==> src/rtl/uart_apb_pkg.sv <==
// Shared FSM state type and UART register map for the APB master and its users.
package uart_apb_pkg;

  typedef enum logic [1:0] {
    IDLE,
    SETUP,
    ACCESS,
    RESP
  } state_t;

  localparam logic [4:0] ADDR_DR   = 5'd0;
  localparam logic [4:0] ADDR_IER  = 5'd1;
  localparam logic [4:0] ADDR_IIR  = 5'd2;
  localparam logic [4:0] ADDR_FCR  = 5'd2;
  localparam logic [4:0] ADDR_LCR  = 5'd3;
  localparam logic [4:0] ADDR_MCR  = 5'd4;
  localparam logic [4:0] ADDR_LSR  = 5'd5;
  localparam logic [4:0] ADDR_MSR  = 5'd6;
  localparam logic [4:0] ADDR_DIV1 = 5'd7;
  localparam logic [4:0] ADDR_DIV2 = 5'd8;

endpackage

==> src/rtl/uart_apb_master.sv <==
// One command -> one APB transfer -> one response; at least 4 cycles per transfer.
// cmd_ready only in IDLE; the response is held until rsp_ready, ACCESS aborts after TIMEOUT waits.
module uart_apb_master
  import uart_apb_pkg::*;
#(
  parameter int unsigned TIMEOUT = 16
) (
  input  logic        PCLK,
  input  logic        PRESET,
  input  logic        cmd_valid,
  output logic        cmd_ready,
  input  logic        cmd_write,
  input  logic [4:0]  cmd_addr,
  input  logic [31:0] cmd_wdata,
  output logic        rsp_valid,
  input  logic        rsp_ready,
  output logic [31:0] rsp_rdata,
  output logic        rsp_err,
  output logic        rsp_timeout,
  output logic        PSEL,
  output logic        PENABLE,
  output logic        PWRITE,
  output logic [4:0]  PADDR,
  output logic [31:0] PWDATA,
  input  logic [31:0] PRDATA,
  input  logic        PREADY,
  input  logic        PSLVERR
);

  localparam int unsigned CNT_W = (TIMEOUT == 0) ? 1 : $clog2(TIMEOUT + 1);
  localparam logic [CNT_W-1:0] TMO = CNT_W'(TIMEOUT);

  state_t            state_q, state_d;
  logic              psel_q, psel_d;
  logic              penable_q, penable_d;
  logic              pwrite_q, pwrite_d;
  logic [4:0]        paddr_q, paddr_d;
  logic [31:0]       pwdata_q, pwdata_d;
  logic              rsp_valid_q, rsp_valid_d;
  logic [31:0]       rsp_rdata_q, rsp_rdata_d;
  logic              rsp_err_q, rsp_err_d;
  logic              rsp_timeout_q, rsp_timeout_d;
  logic [CNT_W-1:0]  cnt_q, cnt_d;
  logic [CNT_W-1:0]  cnt_inc;

  always_comb begin
    state_d       = state_q;
    psel_d        = psel_q;
    penable_d     = penable_q;
    pwrite_d      = pwrite_q;
    paddr_d       = paddr_q;
    pwdata_d      = pwdata_q;
    rsp_valid_d   = rsp_valid_q;
    rsp_rdata_d   = rsp_rdata_q;
    rsp_err_d     = rsp_err_q;
    rsp_timeout_d = rsp_timeout_q;
    cnt_d         = cnt_q;
    cnt_inc       = (cnt_q == '1) ? cnt_q : cnt_q + CNT_W'(1);

    case (state_q)
      IDLE: begin
        if (cmd_valid) begin
          state_d   = SETUP;
          psel_d    = 1'b1;
          penable_d = 1'b0;
          pwrite_d  = cmd_write;
          paddr_d   = cmd_addr;
          pwdata_d  = cmd_wdata;
        end
      end
      SETUP: begin
        state_d   = ACCESS;
        penable_d = 1'b1;
        cnt_d     = '0;
      end
      ACCESS: begin
        if (PREADY) begin
          state_d       = RESP;
          psel_d        = 1'b0;
          penable_d     = 1'b0;
          rsp_valid_d   = 1'b1;
          rsp_rdata_d   = pwrite_q ? 32'd0 : PRDATA;
          rsp_err_d     = PSLVERR;
          rsp_timeout_d = 1'b0;
        end else begin
          cnt_d = cnt_inc;
          // Abort on the wait that brings the count to TIMEOUT, i.e. after TIMEOUT ACCESS cycles.
          if ((TIMEOUT != 0) && (cnt_inc == TMO)) begin
            state_d       = RESP;
            psel_d        = 1'b0;
            penable_d     = 1'b0;
            rsp_valid_d   = 1'b1;
            rsp_rdata_d   = 32'd0;
            rsp_err_d     = 1'b1;
            rsp_timeout_d = 1'b1;
          end
        end
      end
      RESP: begin
        if (rsp_ready) begin
          state_d     = IDLE;
          rsp_valid_d = 1'b0;
        end
      end
      default: state_d = IDLE;
    endcase
  end

  always_ff @(posedge PCLK) begin
    if (PRESET) begin
      state_q       <= IDLE;
      psel_q        <= 1'b0;
      penable_q     <= 1'b0;
      pwrite_q      <= 1'b0;
      paddr_q       <= '0;
      pwdata_q      <= '0;
      rsp_valid_q   <= 1'b0;
      rsp_rdata_q   <= '0;
      rsp_err_q     <= 1'b0;
      rsp_timeout_q <= 1'b0;
      cnt_q         <= '0;
    end else begin
      state_q       <= state_d;
      psel_q        <= psel_d;
      penable_q     <= penable_d;
      pwrite_q      <= pwrite_d;
      paddr_q       <= paddr_d;
      pwdata_q      <= pwdata_d;
      rsp_valid_q   <= rsp_valid_d;
      rsp_rdata_q   <= rsp_rdata_d;
      rsp_err_q     <= rsp_err_d;
      rsp_timeout_q <= rsp_timeout_d;
      cnt_q         <= cnt_d;
    end
  end

  assign cmd_ready   = (state_q == IDLE);
  assign PSEL        = psel_q;
  assign PENABLE     = penable_q;
  assign PWRITE      = pwrite_q;
  assign PADDR       = paddr_q;
  assign PWDATA      = pwdata_q;
  assign rsp_valid   = rsp_valid_q;
  assign rsp_rdata   = rsp_rdata_q;
  assign rsp_err     = rsp_err_q;
  assign rsp_timeout = rsp_timeout_q;

endmodule

==> config.mk <==
export PLATFORM = sky130hd
export DESIGN_NAME = uart_apb_master
export DESIGN_NICKNAME = d
export VERILOG_FILES = /design/src/rtl/uart_apb_pkg.sv /design/src/rtl/uart_apb_master.sv
export SDC_FILE = /design/constraint.sdc
export NUM_CORES = 1
export LEC_CHECK = 0
export CAP_MARGIN = 5
export CORE_ASPECT_RATIO = 1.75
export CORE_MARGIN = 2
export CORE_UTILIZATION = 40
export CTS_BUF_LIST = sky130_fd_sc_hd__clkbuf_16
export DETAILED_ROUTE_END_ITERATION = 7
export PLACE_DENSITY = 0.88
export RECOVER_POWER = 100
export SETUP_SLACK_MARGIN = 0.1
export SLEW_MARGIN = 30
export SYNTH_ARGS = -nofsm -noshare
export SYNTH_HDL_FRONTEND = slang
export SYNTH_SLANG_ARGS = --single-unit
==> constraint.sdc <==
create_clock -name PCLK -period 2.5 [get_ports PCLK]
set_clock_uncertainty 0.2 [all_clocks]
set_input_delay 0.375 -clock PCLK [delete_from_list [all_inputs] [get_ports PCLK]]
set_output_delay 0.375 -clock PCLK [all_outputs]
set_load 0.01 [all_outputs]
==> impl_metrics.yaml <==
status:
  outcome: "finished, final reports clean"
sta:
  setup_viol: 0
  final.setup.worst_slack_ps: 231
  fin_hold_ws_ps: 248
  max_freq_ghz: 0.441
  fin_crit_ps: 2270
  tightest_slew_ps: 722
  maxSlewViolCount: 0
  hold_viol: 0
  final.setup.tns_ps: 0
  rsz0062_at_grt: "no"
  relSlewSlack_pct: 51.9
  finalCritPeriodShare_pct: 90.8
grt:
  grt_pass1_wl_um: 15200
  grt_antenna_before_repair: 0
  grt_pass1_vias: 3388
  grt_max_degree: 65
  grt.total_usage_pct: 20.3
  overflow: 0
critical_path:
  slowest_stage: "dlygate4sd3_1"
  path_class: "flip-flop to output port"
  crit_path_max_incr_delay_ps: 640
  worstPathRequired_ps: 1920
  crit_arrival_ps: 1690
  startpoint_type: "flip-flop"
  reg2reg_from: "cnt_q[1]"
  regToRegEndpoint: "state_q[1]"
  reg2reg_slack_ps: 260
  critPathTopFamily: "buffers and inverters"
  crit_chain: "inv_1 > ha_1 > dlygate4sd3_1"
  cp_num_buf_inv: 2
  end_kind: "output port"
  worstRegToRegCells: 6
  crit_fanout: 6
synthesis:
  synthCells: 402
  synth-main-ff-cell: "dfxtp_1"
  ys_types: 37
  yosys_warnings: 0
  syn_area_um2: 3500
  synth-seq-area-share_pct: 46.8
  syn-num-nets: 483
  synth_edf_count: 0
  async_flop_share_pct: 0
  ys_ff_latch: 82
  syn_area_per_cell_um2: 8.72
placed_design:
  place_ws_ps: 322
  gp_congestion: 0.727
  dp.cells: 646
  placed_area_um2: 5100
  dp_hpwl_um: 6860
  io_buffers: 151
finish:
  design_area_um2: 5220
  drive_gt1_share_pct: 5.50
  antenna_cells: 0
  fin_cells: 662
  layout_common_cells: "117 x nand2_1, 82 x dfxtp_1, 77 x a21oi_1"
  nNetsFinal: 621
  mostFrequentLayoutCell: "nand2_1"
  utilization_pct: 60.6
  syn_to_final_growth_pct: 48.9
hold_path:
  hold_end: "PWDATA[28]"
  min_path_type: "flip-flop to flip-flop"
  worstHoldStart: "PWDATA[28]"
  min_path_cells: 2
clock_tree:
  cts_buffers: 9
  cts_setup_buffers: 0
  cts_sinks: 82
  root_buffer: "clkbuf_16"
  holdBufCountCts: 0
  cts_tree: "done"
  clk_path_buf_depth: 2
  cts_resized: 0
  clk_latency_ps: 330
  path_clk_slew_ps: 60
  h-tree-depth: 3
detailed_routing:
  avgRoutedWirePerCell_um: 14.3
  drcViolationCount: 0
  vias: 3407
  drt_iter0_drc: 110
  wl_um: 9500
  detail_route.first_pass.iterations: 4
  antenna_left: 0
  viasPerCell: 5.15
floorplan:
  start_util_pct: 40.7
  core_area_um2: 8610
  die_h_um: 128
  die_area_um2: 9560
  chipWidth_um: 74.8
  ios: 152
  rows: 45
power_and_ir_drop:
  power_leakage_nw: 2.04
  power_density_nw_per_um2: 792
  ir_drop_mv: 0.503
  power.total_mw: 4.13
job:
  drv_cap: 0
## kinds of logic (layout without fill, tap and decap cells)
logic type	count (synthesis)	count (layout)	synth area share, %
flops	82	82	46.8
buf+inv	35	178	4.64
mux	3	3	0.857
simple gates	152	152	18.3
compound gates	125	125	27.6
fa+ha+maj	5	5	1.79
## how the worst max path moves through the flow
stage,startpoint,endpoint,depth (start not counted)
final,state_q[0],cmd_ready,3
after global routing,state_q[0],cnt_q[0],7
after CTS,cnt_q[1],state_q[1],6
after detailed placement,cnt_q[1],state_q[1],6
after global placement,PREADY,rsp_rdata[23],6
after floorplan,state_q[0],rsp_rdata[0],8
## layout make-up
type / count / area, µm²
clock inverters: 7 / 68.8
well taps: 117 / 146
fillers: 771 / 3400
clock buffers: 9 / 225
multi-input cells: 285 / 1540
inverters: 4 / 15.0
flip-flops and latches: 82 / 1640
repair buffers: 158 / 1580
## synth_stat cells, drive strengths merged (2+ instances only)
library cell	instances	area share, %
buf	7	1.6
nand2b	5	0.89
a311oi	33	13
o21ai	3	0.43
clkbuf	24	2.6
nand3b	2	0.43
nand2	117	13
ha	5	1.8
nor2b	3	0.54
nand3	6	0.86
mux2i	3	0.86
nor2	10	1.2
dfxtp	82	47
a21oi	77	11
o21bai	2	0.43
and3	3	0.54
inv	4	0.43
a21o	2	0.46
o21a	2	0.43
## where the power goes
group / switching (mW) / leakage (nW) / internal [mW]
Combinational: 0.695 / 1.22 / 0.568
Sequential: 0.0956 / 0.668 / 1.49
Clock: 0.515 / 0.147 / 0.773
## state kept, by name, indices dropped and copies added (netlist names)
register     flops
PWDATA          32
rsp_rdata       32
PADDR            5
cnt_q            5
state_q          2
PENABLE          1
PSEL             1
PWRITE           1
rsp_err          1
rsp_timeout      1
rsp_valid        1
## tightest hold or removal path: stages (launching register included)
cell,delay [ps]
dfxtp_1,300
nand2_1,50
a21oi_1,50
## routing by layer
metal	up-vias	track usage, %	wire (µm)
met4	0	8.72	210
met1	1564	20.7	3530
met5	-	0	0
li1	1690	-	-
met3	18	5.66	666
met2	135	37.2	5100
Power figures use the tool's default switching activity.
